--- src/rtl/cla_adder_pipe_pkg.sv ---
// Shared constants for the pipelined carry-lookahead adder/subtractor.
package cla_adder_pipe_pkg;
    localparam int   CLA_GROUP_W   = 4;
    localparam int   CLA_WIDTH_MIN = 4;
    localparam int   CLA_WIDTH_MAX = 64;
    localparam logic MODE_ADD      = 1'b0;
    localparam logic MODE_SUB      = 1'b1;

    function automatic logic cla_width_ok(input int w);
        return (w % CLA_GROUP_W == 0) && (w >= CLA_WIDTH_MIN) && (w <= CLA_WIDTH_MAX);
    endfunction
endpackage

--- src/rtl/cla_group_lookahead.sv ---
// Flat sum-of-products lookahead: c[i+1] = G[i] | P[i]G[i-1] | ... | P[i:0]cin.
module cla_group_lookahead #(
    parameter int N = 4
) (
    input  logic [N-1:0] g,
    input  logic [N-1:0] p,
    input  logic         cin,
    output logic [N:0]   c
);
    assign c[0] = cin;

    for (genvar i = 0; i < N; i++) begin : g_carry
        logic [i+1:0] terms;
        for (genvar j = 0; j <= i; j++) begin : g_term
            if (j == i) begin : g_self
                assign terms[j] = g[j];
            end else begin : g_prop
                assign terms[j] = g[j] & (&p[i:j+1]);
            end
        end
        assign terms[i+1] = cin & (&p[i:0]);
        assign c[i+1]     = |terms;
    end
endmodule

--- src/rtl/cla_adder_pipe.sv ---
// Two-stage carry-lookahead adder/subtractor with valid/ready flow control.
module cla_adder_pipe
    import cla_adder_pipe_pkg::*;
#(
    parameter int WIDTH = 16
) (
    input  logic             clk,
    input  logic             rst,
    input  logic             in_valid,
    output logic             in_ready,
    input  logic [WIDTH-1:0] a,
    input  logic [WIDTH-1:0] b,
    input  logic             c_in,
    input  logic             sub,
    output logic             out_valid,
    input  logic             out_ready,
    output logic [WIDTH-1:0] sum,
    output logic             c_out,
    output logic             ovf,
    output logic             zero
);
    localparam int GROUPS = WIDTH / CLA_GROUP_W;

    if (!cla_width_ok(WIDTH)) begin : g_bad_width
        $error("cla_adder_pipe: WIDTH must be a multiple of 4 in [4,64]");
    end

    logic [2:1] vld_pipe;
    logic       s1_load, s2_load;

    assign s2_load   = !vld_pipe[2] || out_ready;
    assign s1_load   = !vld_pipe[1] || s2_load;
    assign in_ready  = s1_load;
    assign out_valid = vld_pipe[2];

    // Stage 1: operand conditioning and per-group generate/propagate
    logic [WIDTH-1:0]  b_eff, g_in, p_in;
    logic              c0_in;
    logic [GROUPS-1:0] gg_in, gp_in;

    assign b_eff = (sub == MODE_SUB) ? ~b : b;
    assign c0_in = (sub == MODE_SUB) ? 1'b1 : c_in;
    assign g_in  = a & b_eff;
    assign p_in  = a ^ b_eff;

    for (genvar k = 0; k < GROUPS; k++) begin : g_grp_gp
        logic [CLA_GROUP_W-1:0] gk, pk;
        assign gk       = g_in[k*CLA_GROUP_W +: CLA_GROUP_W];
        assign pk       = p_in[k*CLA_GROUP_W +: CLA_GROUP_W];
        assign gg_in[k] = gk[3] | (pk[3] & gk[2]) | (&pk[3:2] & gk[1]) | (&pk[3:1] & gk[0]);
        assign gp_in[k] = &pk;
    end

    logic [WIDTH-1:0]  s1_g, s1_p;
    logic [GROUPS-1:0] s1_gg, s1_gp;
    logic              s1_c0;

    // Stage 2: group carries first, then bit carries inside each group
    logic [GROUPS:0]                    grp_c;
    logic [GROUPS-1:0][CLA_GROUP_W:0]   bit_c;
    logic [GROUPS-1:0]                  unused_bit_cout;
    logic [WIDTH:0]                     carries;
    logic [WIDTH-1:0]                   sum_nx;

    cla_group_lookahead #(.N(GROUPS)) u_grp_la (
        .g   (s1_gg),
        .p   (s1_gp),
        .cin (s1_c0),
        .c   (grp_c)
    );

    for (genvar k = 0; k < GROUPS; k++) begin : g_bit_la
        cla_group_lookahead #(.N(CLA_GROUP_W)) u_bit_la (
            .g   (s1_g[k*CLA_GROUP_W +: CLA_GROUP_W]),
            .p   (s1_p[k*CLA_GROUP_W +: CLA_GROUP_W]),
            .cin (grp_c[k]),
            .c   (bit_c[k])
        );
        assign carries[k*CLA_GROUP_W +: CLA_GROUP_W] = bit_c[k][CLA_GROUP_W-1:0];
        // group carry-out duplicates grp_c[k+1]; the top-level copy is the one used
        assign unused_bit_cout[k] = bit_c[k][CLA_GROUP_W];
    end

    assign carries[WIDTH] = grp_c[GROUPS];
    assign sum_nx         = s1_p ^ carries[WIDTH-1:0];

    always_ff @(posedge clk) begin
        if (rst) begin
            vld_pipe <= '0;
            s1_g     <= '0;
            s1_p     <= '0;
            s1_gg    <= '0;
            s1_gp    <= '0;
            s1_c0    <= 1'b0;
            sum      <= '0;
            c_out    <= 1'b0;
            ovf      <= 1'b0;
            zero     <= 1'b0;
        end else begin
            if (s1_load) begin
                vld_pipe[1] <= in_valid;
                if (in_valid) begin
                    s1_g  <= g_in;
                    s1_p  <= p_in;
                    s1_gg <= gg_in;
                    s1_gp <= gp_in;
                    s1_c0 <= c0_in;
                end
            end
            if (s2_load) begin
                vld_pipe[2] <= vld_pipe[1];
                if (vld_pipe[1]) begin
                    sum   <= sum_nx;
                    c_out <= carries[WIDTH];
                    ovf   <= carries[WIDTH-1] ^ carries[WIDTH];
                    zero  <= ~|sum_nx;
                end
            end
        end
    end
endmodule
--- config.mk ---
export PLATFORM = sky130hd
export DESIGN_NAME = cla_adder_pipe
export DESIGN_NICKNAME = d
export VERILOG_FILES = /design/src/rtl/cla_adder_pipe_pkg.sv /design/src/rtl/cla_group_lookahead.sv /design/src/rtl/cla_adder_pipe.sv
export SDC_FILE = /design/constraint.sdc
export NUM_CORES = 1
export LEC_CHECK = 0
export BUFFER_PORTS_ARGS = -buffer_cell sky130_fd_sc_hd__buf_2
export CAP_MARGIN = 0
export CORE_MARGIN = 2
export CORE_UTILIZATION = 35
export DETAILED_ROUTE_END_ITERATION = 12
export MAX_ROUTING_LAYER = met4
export SETUP_SLACK_MARGIN = 0.4
export SLEW_MARGIN = 20
export SYNTH_ARGS = -nofsm -noshare
export SYNTH_HDL_FRONTEND = slang
export SYNTH_HIERARCHICAL = 1
export SYNTH_SLANG_ARGS = --single-unit
--- constraint.sdc ---
create_clock -name clk -period 2.8 [get_ports clk]
set_clock_uncertainty 0.1 [all_clocks]
set_input_delay 0.28 -clock clk [delete_from_list [all_inputs] [get_ports clk]]
set_output_delay 0.28 -clock clk [all_outputs]
set_load 0.01 [all_outputs]
; Yosys cells after proc, flatten, opt, wreduce, memory -nomap -nowiden
; Cells that the tools add are included.
; W data, S select, Z words.
[op_classes]
n_reduce_logical = 54
bitwise_logic = 63
muxes = 2
[ops]
columns = cell, n
row1 = $and A1 B1 Y1, 46
row2 = $reduce_and A2 Y1, 17
row3 = $xor A16 B16 Y16, 2
row4 = $reduce_and A3 Y1, 10
row5 = $reduce_and A4 Y1, 5
row6 = $reduce_or A4 Y1, 5
row7 = $and A16 B16 Y16, 1
row8 = $mux W16, 1
row9 = $not A16 Y16, 1
row10 = $reduce_or A16 Y1, 1
row11 = $reduce_or A3 Y1, 5
row12 = $or A1 B1 Y1, 12
row13 = $reduce_or A2 Y1, 5
row14 = $reduce_or A5 Y1, 1
row15 = $logic_not A1 Y1, 3
row16 = $logic_or A1 B1 Y1, 2
row17 = $mux W1, 1
row18 = $xor A1 B1 Y1, 1
[word_totals]
input_bits = 38
word_cells = 130
output_inout_bits = 21
ff_bits = 61

; Logic depth before layout (Yosys ltp)
[logic_depth]
depth_word = 8
depth_mapped = 10
depth_no_buf = 10

; Hierarchy
; The synthesis kept the hierarchy.
[by_module_without_submodules]
columns = mod, area_each_um2, cells_per_inst, n_inst, seq_area_each_um2
row1 = cla_adder_pipe, 2955.3, 325, 1, 1241.2
row2 = cla_group_lookahead, 46.3, 6, 5, 0.0

; Worst setup path after synthesis
; No wires, ideal clock.
[synth_timing]
kind = register -> register
startpoint = register s1_c0
endpoint = register zero
n_path_buf = 0
setup_slack_ns = 0.535
setup_ns = 0.059
arrival_ns = 2.107
synth_period_minus_slack_ns = 2.265
path_stages_with_launch = 11
required_ns = 2.641
cell_sequence = dfxtp_1 > a21o_1 > a21o_1 > a21o_1 > a21o_1 > a21o_1 > a21o_1 > xnor2_1 > nand4_1 > nor3_1 > a31o_1
[synth_between]
elab_chain_cells = 7
word_cells_on_any_way = 33
cone_classes = bitwise: 16 / reduce/logical: 17
[synth_lines]
columns = item, line
row1 = "start, declared", cla_adder_pipe.sv:56  ; logic s1_c0;
row2 = "start signal, assigned", cla_adder_pipe.sv:107  ; s1_c0 <= c0_in;
row3 = $and A1 B1 Y1 *, cla_group_lookahead.sv:21  ; assign terms[i+1] = cin & (&p[i:0]);
row4 = $reduce_or A2 Y1 *, cla_group_lookahead.sv:22  ; assign c[i+1] = |terms;
row5 = net grp_c[1], cla_adder_pipe.sv:59  ; logic [GROUPS:0] grp_c;
row6 = $and A1 B1 Y1, cla_group_lookahead.sv:21
row7 = $reduce_or A4 Y1 (tied with other cells), cla_group_lookahead.sv:22
row8 = $xor A16 B16 Y16 *, cla_adder_pipe.sv:85  ; assign sum_nx = s1_p ^ carries[WIDTH-1:0];
row9 = $reduce_or A16 Y1 *, cla_adder_pipe.sv:116  ; zero <= ~|sum_nx;
row10 = $logic_not A1 Y1 *, cla_adder_pipe.sv:116
row11 = "end signal, assigned", cla_adder_pipe.sv:116
row12 = "end, declared", cla_adder_pipe.sv:20  ; output logic zero
; Mark *: on every way through the listed nets, which the timed path passes. The rest lies on a longest branch.
; A chain may end at the register's enable or synchronous reset.

; Worst setup path in the final report
; Same ends and word-level chain as after synthesis.

==> run metrics <==
row count 33; Req. time, crit path 2980 ps; antenna violations before repair 0; Finish-stage setup viols 0; Die H 96.5 µm; GRT Total Usage 15.6%; CP max stage cell dfxtp_2; IO Count 59; Sum Neg Setup Slack 0 ps; DR WL/cell 13.0 µm; Max H-tree Level 3; worst skew pair latency 340 ps; Reg2Reg Depth 10; grt ovf 0; Nets 435; max incr delay on CP 340 ps; Antenna Violating Nets Remaining 0; share of post-route cells with drive strength above 1 29.3%; yosys warns 6; I/O Buffers 58; gpl congestion 0.750; number of global-route vias before repair 2277; Pleak 1.57 nW; CTS tree done; R2R Setup Slk 540 ps; HPWL after detailed placement 4.61 mm; CTS Buffer Depth 2; final period utilization 80.7%; Clock Sinks 58; max cap viols 0; Post-Syn Nets 385; hold path depth 3; area grow syn2layout 17.1%; relative slew slack 53.1%; Cell Area, Synth 0.00299 mm²; worst hold path class in -> reg; Post-Layout Cell Count 491; die width 96.5 µm; starting density of the core 36.2%; CP Capture Type flip-flop; First DRT Iteration DRCs 84; drt drc 0; Core ar. 0.00826 mm²; RR Startpoint s1_c0$_SDFFE_PP0P_; startpoint types flip-flop; RSZ-0062 raised after global routing false; Worst Setup SP s1_c0$_SDFFE_PP0P_; Die Footprint 0.00930 mm²; Fin Hold WS 103 ps; status finished, final reports clean; worst r2r dst zero$_SDFFE_PP0P_; fill cell count 840; fmax 0.442 GHz; worst hold start in_valid; crit path buf inv count 1; critical path's top delay family compound AO/OA/AOI/OAI gates; post-route minimum period 2260 ps; DP Cell Count 470; crit path max fanout 4; max-slew violation count 0; classification of the worst setup path reg -> reg; Mapped Cells 331; Worst-Margin Slew 701 ps; fin util 42.4%; drt total wl 6.38 mm; largest net degree at the start of global routing 38; Peak VDD IR 0.329 mV; Root Driver clkbuf_8; Fin. Hold Viols 0; TritonCTS Buffers 9; cts-stage hold buffer count 0; worst-path cell chain a21o_1, a21o_1, buf_4, a21o_1, a21o_1, a21o_1, xnor2_2, nand4_1, nor3_2, a31o_1; vias 2325; first-pass GRT wire length 10.8 mm; DRT Pass-1 Iters 4; Reg clk slew, reported paths 60 ps; Vias/cell 4.74; arrival time at the worst endpoint 2440 ps; Mean Syn Cell Area 9.04 µm²; hold endpoint vld_pipe[1]$_SDFFE_PP0P_; ANT cells 0; cell mode on critical path a21o_1; pwr/cell area 609 mW/mm²
-- flip-flops by register name (all words and copies together), names as in the netlist --
register and flops:
s1_p 16, sum 16, s1_g 12, s1_gg 4, s1_gp 4, vld_pipe 2
c_out 1, ovf 1, s1_c0 1, zero 1
-- routing by layer --
layer | GRT usage (%) | up-vias | share of wire (%)
met2 | 21.7 | 55 | 41
met5 | - | - | 0
li1 | - | 1217 | -
met1 | 21.4 | 1045 | 52
met3 | 3.57 | 8 | 5.5
met4 | 7.04 | 0 | 1.8
-- how the worst max path moves through the flow --
stage,depth (start not counted),endpoint,slack [ps]
floorplan,10,zero$_SDFFE_PP0P_,550
global placement,10,zero$_SDFFE_PP0P_,340
detailed placement,10,zero$_SDFFE_PP0P_,260
CTS,10,zero$_SDFFE_PP0P_,400
global route,10,zero$_SDFFE_PP0P_,400
finish,10,zero$_SDFFE_PP0P_,540
-- layout make-up --
type	instances	area, µm²	area share [%]
Sequential cell	58	1160	33.2
Clock buffer	12	165	4.71
Inverter	2	7.51	0.214
Timing Repair Buffer	66	350	10.0
Multi-Input combinational cell	244	1640	46.7
Tap cell	105	131	3.75
Clock inverter	4	48.8	1.39
-- through the flow --
stage,instance area [µm²],total power [mW],setup slack [ps]
detailed placement,3230,1.32,259
global placement,3230,1.32,339
CTS,3450,2.15,404
finish,3500,2.14,539
floorplan,2990,1.24,549
global route,3500,2.26,400
-- power by group --
part	internal, mW	switching, mW	total (mW)
Sequential	0.883	0.0399	0.922
Clock	0.482	0.328	0.810
Combinational	0.178	0.225	0.403
-- worst min-delay path, cell delays in order --
cell and delay (ps):
buf_2 120, inv_1 50, a21oi_1 50
-- placed cells by master (no fill, tap or decap), types with 3 or more instances in the layout --
master,instances
nand2_1,64
xnor2_1,14
nor2_1,24
clkbuf_8,12
a211oi_2,19
nand4_1,3
buf_4,8
ha_1,16
and4_1,4
o21ai_0,4
a21oi_1,38
a21o_1,16
xor2_1,17
nor2b_1,4
buf_2,58
dfxtp_1,57
nor2_2,3
-- repair_timing --
| item | 4_1_cts | 5_1_grt |
|---|---|---|
| resized for setup | 1 | 4 |
| pin swaps | 5 | 7 |
| buffers inserted | 1 | 4 |
| gates cloned | 0 | 0 |
| setup endpoints to repair | 1 | 1 |
Power figures use the tool's default switching activity.
